==> src/rtl/id_ex_register.sv <==
// ID/EX pipeline register with load-use hazard detection, flush/halt bubble
// insertion, a sticky halt flag and a saturating load-use bubble counter.
//
// Control-word bit positions (EXStage / MAStage / WBStage layouts):
//   ex_ctrl[14] NEED_RS1, ex_ctrl[13] NEED_RS2
//   ma_ctrl[1]  MA_EN,    ma_ctrl[0]  MA_RW (1 = write/store, 0 = read/load)
//   wb_ctrl[2]  WB_R_WE   (register-file write enable)
module id_ex_register #(
  parameter int DATA_W = 32,
  parameter int REG_AW = 5,
  parameter int CNT_W  = 16
) (
  input  logic              clk,
  input  logic              rst,
  input  logic              stall,
  input  logic              flush,
  input  logic              id_valid,
  input  logic [14:0]       id_ex_ctrl,
  input  logic [1:0]        id_ma_ctrl,
  input  logic [2:0]        id_wb_ctrl,
  input  logic              id_hlt,
  input  logic [DATA_W-1:0] id_pc,
  input  logic [DATA_W-1:0] id_rs1_val,
  input  logic [DATA_W-1:0] id_rs2_val,
  input  logic [DATA_W-1:0] id_imm,
  input  logic [REG_AW-1:0] id_rs1_addr,
  input  logic [REG_AW-1:0] id_rs2_addr,
  input  logic [REG_AW-1:0] id_rd_addr,
  output logic              ex_valid,
  output logic [14:0]       ex_ex_ctrl,
  output logic [1:0]        ex_ma_ctrl,
  output logic [2:0]        ex_wb_ctrl,
  output logic [DATA_W-1:0] ex_pc,
  output logic [DATA_W-1:0] ex_rs1_val,
  output logic [DATA_W-1:0] ex_rs2_val,
  output logic [DATA_W-1:0] ex_imm,
  output logic [REG_AW-1:0] ex_rs1_addr,
  output logic [REG_AW-1:0] ex_rs2_addr,
  output logic [REG_AW-1:0] ex_rd_addr,
  output logic              load_use_stall,
  output logic              halted,
  output logic [CNT_W-1:0]  bubble_cnt
);

  localparam int EX_NEED_RS1 = 14;
  localparam int EX_NEED_RS2 = 13;
  localparam int MA_EN       = 1;
  localparam int MA_RW       = 0;
  localparam int WB_R_WE     = 2;

  typedef struct packed {
    logic              valid;
    logic [14:0]       ex_ctrl;
    logic [1:0]        ma_ctrl;
    logic [2:0]        wb_ctrl;
    logic [DATA_W-1:0] pc;
    logic [DATA_W-1:0] rs1_val;
    logic [DATA_W-1:0] rs2_val;
    logic [DATA_W-1:0] imm;
    logic [REG_AW-1:0] rs1_addr;
    logic [REG_AW-1:0] rs2_addr;
    logic [REG_AW-1:0] rd_addr;
  } ex_stage_t;

  ex_stage_t            stage_d, stage_q;
  logic                 halted_d, halted_q;
  logic [CNT_W-1:0]     bubble_cnt_d, bubble_cnt_q;
  logic                 ex_is_load;
  logic                 id_depends;

  // Hazard: EX holds a register-writing load whose rd is a source decode needs.
  always_comb begin
    ex_is_load     = stage_q.valid && stage_q.ma_ctrl[MA_EN] &&
                     !stage_q.ma_ctrl[MA_RW] && stage_q.wb_ctrl[WB_R_WE];
    id_depends     = (id_ex_ctrl[EX_NEED_RS1] && (id_rs1_addr == stage_q.rd_addr)) ||
                     (id_ex_ctrl[EX_NEED_RS2] && (id_rs2_addr == stage_q.rd_addr));
    load_use_stall = ex_is_load && id_valid && id_depends && !flush && !halted_q;
  end

  // Next-state selection: stall holds, flush/halt/load-use bubble, else capture.
  always_comb begin
    // NOTE: every variable gets a hold default first so no path infers a latch.
    stage_d      = stage_q;
    halted_d     = halted_q;
    bubble_cnt_d = bubble_cnt_q;
    if (stall) begin
      // hold everything
    end else if (flush || halted_q || load_use_stall) begin
      // Bubble: kill the slot and its side effects, leave datapath fields as-is.
      stage_d.valid   = 1'b0;
      stage_d.ex_ctrl = '0;
      stage_d.ma_ctrl = '0;
      stage_d.wb_ctrl = '0;
      if (load_use_stall && (bubble_cnt_q != {CNT_W{1'b1}})) begin
        bubble_cnt_d = bubble_cnt_q + 1'b1;
      end
    end else begin
      stage_d.valid    = id_valid;
      stage_d.ex_ctrl  = id_valid ? id_ex_ctrl : '0;
      stage_d.ma_ctrl  = id_valid ? id_ma_ctrl : '0;
      stage_d.wb_ctrl  = id_valid ? id_wb_ctrl : '0;
      stage_d.pc       = id_pc;
      stage_d.rs1_val  = id_rs1_val;
      stage_d.rs2_val  = id_rs2_val;
      stage_d.imm      = id_imm;
      stage_d.rs1_addr = id_rs1_addr;
      stage_d.rs2_addr = id_rs2_addr;
      stage_d.rd_addr  = id_rd_addr;
      // The HLT itself still enters EX; halting takes effect from the next slot.
      halted_d         = id_valid && id_hlt;
    end
  end

  // State registers with synchronous reset overriding stall.
  always_ff @(posedge clk) begin
    // NOTE: non-blocking assignments so all flops update from pre-edge values.
    if (rst) begin
      stage_q      <= '0;
      halted_q     <= 1'b0;
      bubble_cnt_q <= '0;
    end else begin
      stage_q      <= stage_d;
      halted_q     <= halted_d;
      bubble_cnt_q <= bubble_cnt_d;
    end
  end

  assign ex_valid    = stage_q.valid;
  assign ex_ex_ctrl  = stage_q.ex_ctrl;
  assign ex_ma_ctrl  = stage_q.ma_ctrl;
  assign ex_wb_ctrl  = stage_q.wb_ctrl;
  assign ex_pc       = stage_q.pc;
  assign ex_rs1_val  = stage_q.rs1_val;
  assign ex_rs2_val  = stage_q.rs2_val;
  assign ex_imm      = stage_q.imm;
  assign ex_rs1_addr = stage_q.rs1_addr;
  assign ex_rs2_addr = stage_q.rs2_addr;
  assign ex_rd_addr  = stage_q.rd_addr;
  assign halted      = halted_q;
  assign bubble_cnt  = bubble_cnt_q;

endmodule

==> config.mk <==
export PLATFORM = sky130hd
export DESIGN_NAME = id_ex_register
export DESIGN_NICKNAME = d
export VERILOG_FILES = /design/src/rtl/id_ex_register.sv
export SDC_FILE = /design/constraint.sdc
export NUM_CORES = 1
export LEC_CHECK = 0
export ABC_AREA = 1
export CORE_MARGIN = 1.5
export CORE_UTILIZATION = 31
export DETAILED_ROUTE_END_ITERATION = 8
export PLACE_DENSITY = 0.61
export SETUP_SLACK_MARGIN = 0.1
export SLEW_MARGIN = 20
export SYNTH_ARGS = -nofsm -noshare
export SYNTH_HDL_FRONTEND = slang
export SYNTH_SLANG_ARGS = --single-unit
export TNS_END_PERCENT = 50
==> constraint.sdc <==
create_clock -name clk -period 2.4 [get_ports clk]
set_input_delay 0.72 -clock clk [delete_from_list [all_inputs] [get_ports clk]]
set_output_delay 0.72 -clock clk [all_outputs]
set_load 0.005 [all_outputs]
==> impl_metrics.env <==
export IMPL_cp_cell_sequence="clkdlybuf4s15_2, inv_1, nand2_1, nand2_1, nor2_1, nand3_1, nand2_2, nand2_2, inv_2, buf_2"
export IMPL_dp_cells=1531
export IMPL_fin_skew_ns=0.0136
export IMPL_vdd_ir_drop_max_mv=0.407
export IMPL_drt_pass1_iter_count=5
export IMPL_path_max_fanout=3
export IMPL_p_total_w=0.00734
export IMPL_whs_ns=0.466
export IMPL_clockRootBuffer="clkbuf_16"
export IMPL_min_path_cells=2
export IMPL_cap_viol_max_count=0
export IMPL_syn_area_mm2=0.00685
export IMPL_cts_path_max_buffers=2
export IMPL_tritoncts="yes"
export IMPL_min_period_ns=2.27
export IMPL_drtIter0Drc=312
export IMPL_setup_violations_final=0
export IMPL_holdPathEnd="ex_ex_ctrl[5]"
export IMPL_die_h_um=152
export IMPL_synth_warnings=0
export IMPL_ys_flop_type="dfxtp_1"
export IMPL_startpoint_type="input port"
export IMPL_routedWlPerCell_um=14.9
export IMPL_p_leak_nw=4.59
export IMPL_synth_cell_type_count=21
export IMPL_drt_total_wl_mm=23.5
export IMPL_overflow=0
export IMPL_arrival_ns=1.55
export IMPL_async_flop_share_pct=0
export IMPL_synthesis_nets=1074
export IMPL_fmax_mhz=441
export IMPL_cp_end_kind="primary output"
export IMPL_grt_pass1_wl_mm=34.9
export IMPL_htree_levels=4
export IMPL_reg2reg_to="ex_rs2_val[22]"
export IMPL_power_density_mw_per_mm2=630
export IMPL_drv_slew=0
export IMPL_cp_slowest_cell="clkdlybuf4s15_2"
export IMPL_grt_pass1_vias=6463
export IMPL_min_path_type="register to register"
export IMPL_initial_core_util_pct=31.5
export IMPL_rows=54
export IMPL_final_instance_count_excl_fill=1575
export IMPL_drc=0
export IMPL_fin_crit_sh_pct=94.4
export IMPL_ys_ff_latch=181
export IMPL_layout_commonest_cell="clkdlybuf4s50_1"
export IMPL_io_pins=351
export IMPL_seq_area_frac_synth_pct=52.9
export IMPL_coreArea_mm2=0.0218
export IMPL_clk_pin_slew_worst_paths_ns=0.08
export IMPL_drive_above_1_share_pct=10.5
export IMPL_vias=7064
export IMPL_track_usage_pct=19.7
export IMPL_reg2regPathDepth=16
export IMPL_hold_viol_final=0
export IMPL_cp_slowest_stage_delay_ns=0.20
export IMPL_layout_common_cells="clkdlybuf4s50_1, nor2_1, dfxtp_1"
export IMPL_regToRegSetupSlack_ns=0.25
export IMPL_die_area_mm2=0.0230
export IMPL_insertedDiodeCount=0
export IMPL_numCtsBuffers=17
export IMPL_grt_max_degree=82
export IMPL_r2r_start="ex_rd_addr[1]"
export IMPL_cts_hold_buf=0
export IMPL_avgSynthCellArea_um2=7.58
export IMPL_area_growth_pct=70.1
export IMPL_crit_required_ns=1.68
export IMPL_slew_headroom_pct=76.8
export IMPL_finalWeightedCongestion=0.850
export IMPL_criticalPathCategory="input port to primary output"
export IMPL_n_fill_cell=2124
export IMPL_drtAntennaViolNets=0
export IMPL_antenna_found_initial=0
export IMPL_port_buffer_count=350
export IMPL_cts_sinks=181
export IMPL_nets=1452
export IMPL_rsz0062_at_grt="yes"
export IMPL_die_w_um=152
export IMPL_synth_edf_count=0
export IMPL_status="completed"
export IMPL_tightest_slew_ns=0.345
export IMPL_clk_latency_ns=0.43
export IMPL_via_per_inst=4.49
export IMPL_synthCells=904
export IMPL_hold_path_startpoint="ex_ex_ctrl[5]"
export IMPL_hpwl_mm=17.4
-- critical path: cells and delay by family --
kind                   cells  cell delay, ns
buffers and inverters      4            0.39
and+or+nand+nor            6            0.45
-- registers in the layout, indices dropped and copies added (netlist names) --
signal and flops:
ex_rs1_val 32, ex_ex_ctrl 15, halted 1, ex_wb_ctrl 3, ex_rs2_val 32, ex_valid 1, ex_rs2_addr 5, ex_rd_addr 5
ex_rs1_addr 5, ex_imm 32, ex_pc 32, ex_ma_ctrl 2, bubble_cnt 16
-- kinds of logic (layout without fill, tap and decap cells) --
kind of cell / count (synthesis) / after routing / share of synthesized area [%]
buffers and inverters: 92 / 483 / 7.97
adder cells (fa/ha/maj): 1 / 1 / 0.183
flip-flops: 181 / 181 / 52.9
AO/OA/AOI/OAI: 184 / 184 / 13.4
AND/OR/NAND/NOR: 446 / 446 / 25.5
-- report_power, final --
group          switching [W]  internal [W]
Clock                0.00132       0.00148
Sequential         0.0000918       0.00318
Combinational       0.000491      0.000766
-- worst max path at each step --
stage | startpoint | endpoint | slack, ns | cells after the start
CTS | id_rs1_addr[1] | load_use_stall | 0.10 | 10
floorplan | flush | load_use_stall | 0.36 | 5
global route | id_rs1_addr[4] | load_use_stall | 0.07 | 10
detailed placement | id_rs2_addr[3] | load_use_stall | -0.67 | 10
finish | id_rs1_addr[4] | load_use_stall | 0.13 | 10
global placement | id_rs2_addr[3] | load_use_stall | -0.65 | 10
-- layout make-up --
class	instances	area, um^2	area share (%)
timing repair buffer	415	4220	36.2
sequential	181	3630	31.2
multi-input combinational	631	2720	23.4
clock buffer	18	429	3.68
tap	280	350	3.01
clock inverter	14	155	1.33
inverter	36	140	1.20
-- layer usage --
metal	vias to the layer above	part of all wire [%]	GRT usage, %	wire length (um)
met2	258	47	32.9	11000
met4	0	1.1	5.14	269
met3	17	10	7.57	2340
li1	3635	-	-	-
met1	3154	42	23.6	9870
met5	-	0	0	0
-- synth_stat cells, types with 4 or more instances --
library cell / number / share of area, %
buf_4: 4 / 0.44
clkbuf_1: 22 / 1.2
dfxtp_1: 181 / 53
inv_1: 29 / 1.6
nand4_1: 10 / 0.91
buf_2: 4 / 0.29
buf_6: 24 / 3.9
nand2_1: 98 / 5.4
o21ai_1: 70 / 5.1
nor2_1: 319 / 17
nand3_1: 12 / 0.88
a21oi_1: 37 / 2.7
inv_2: 7 / 0.38
o21ai_0: 77 / 5.6
-- through the flow --
stage	setup TNS, ns	area (um^2)	utilization, %	worst slack (ns)
3_5_place_dp	-46.08	10900	50.0	-0.667
5_1_grt	0	11600	53.5	0.0719
4_1_cts	0	11600	53.4	0.100
6_report	0	11600	53.5	0.135
2_1_floorplan	0	6850	-	0.365
3_3_place_gp	-38.77	10900	50.0	-0.649
-- repair_timing --
action                                  CTS  global route
endpoints found under the setup margin    1           180
setup buffers                             9             0
pin swaps                                 7             7
gates resized for setup                  46            24
cloned                                    2             2
Note: power is estimated with default switching activity, not from simulation.
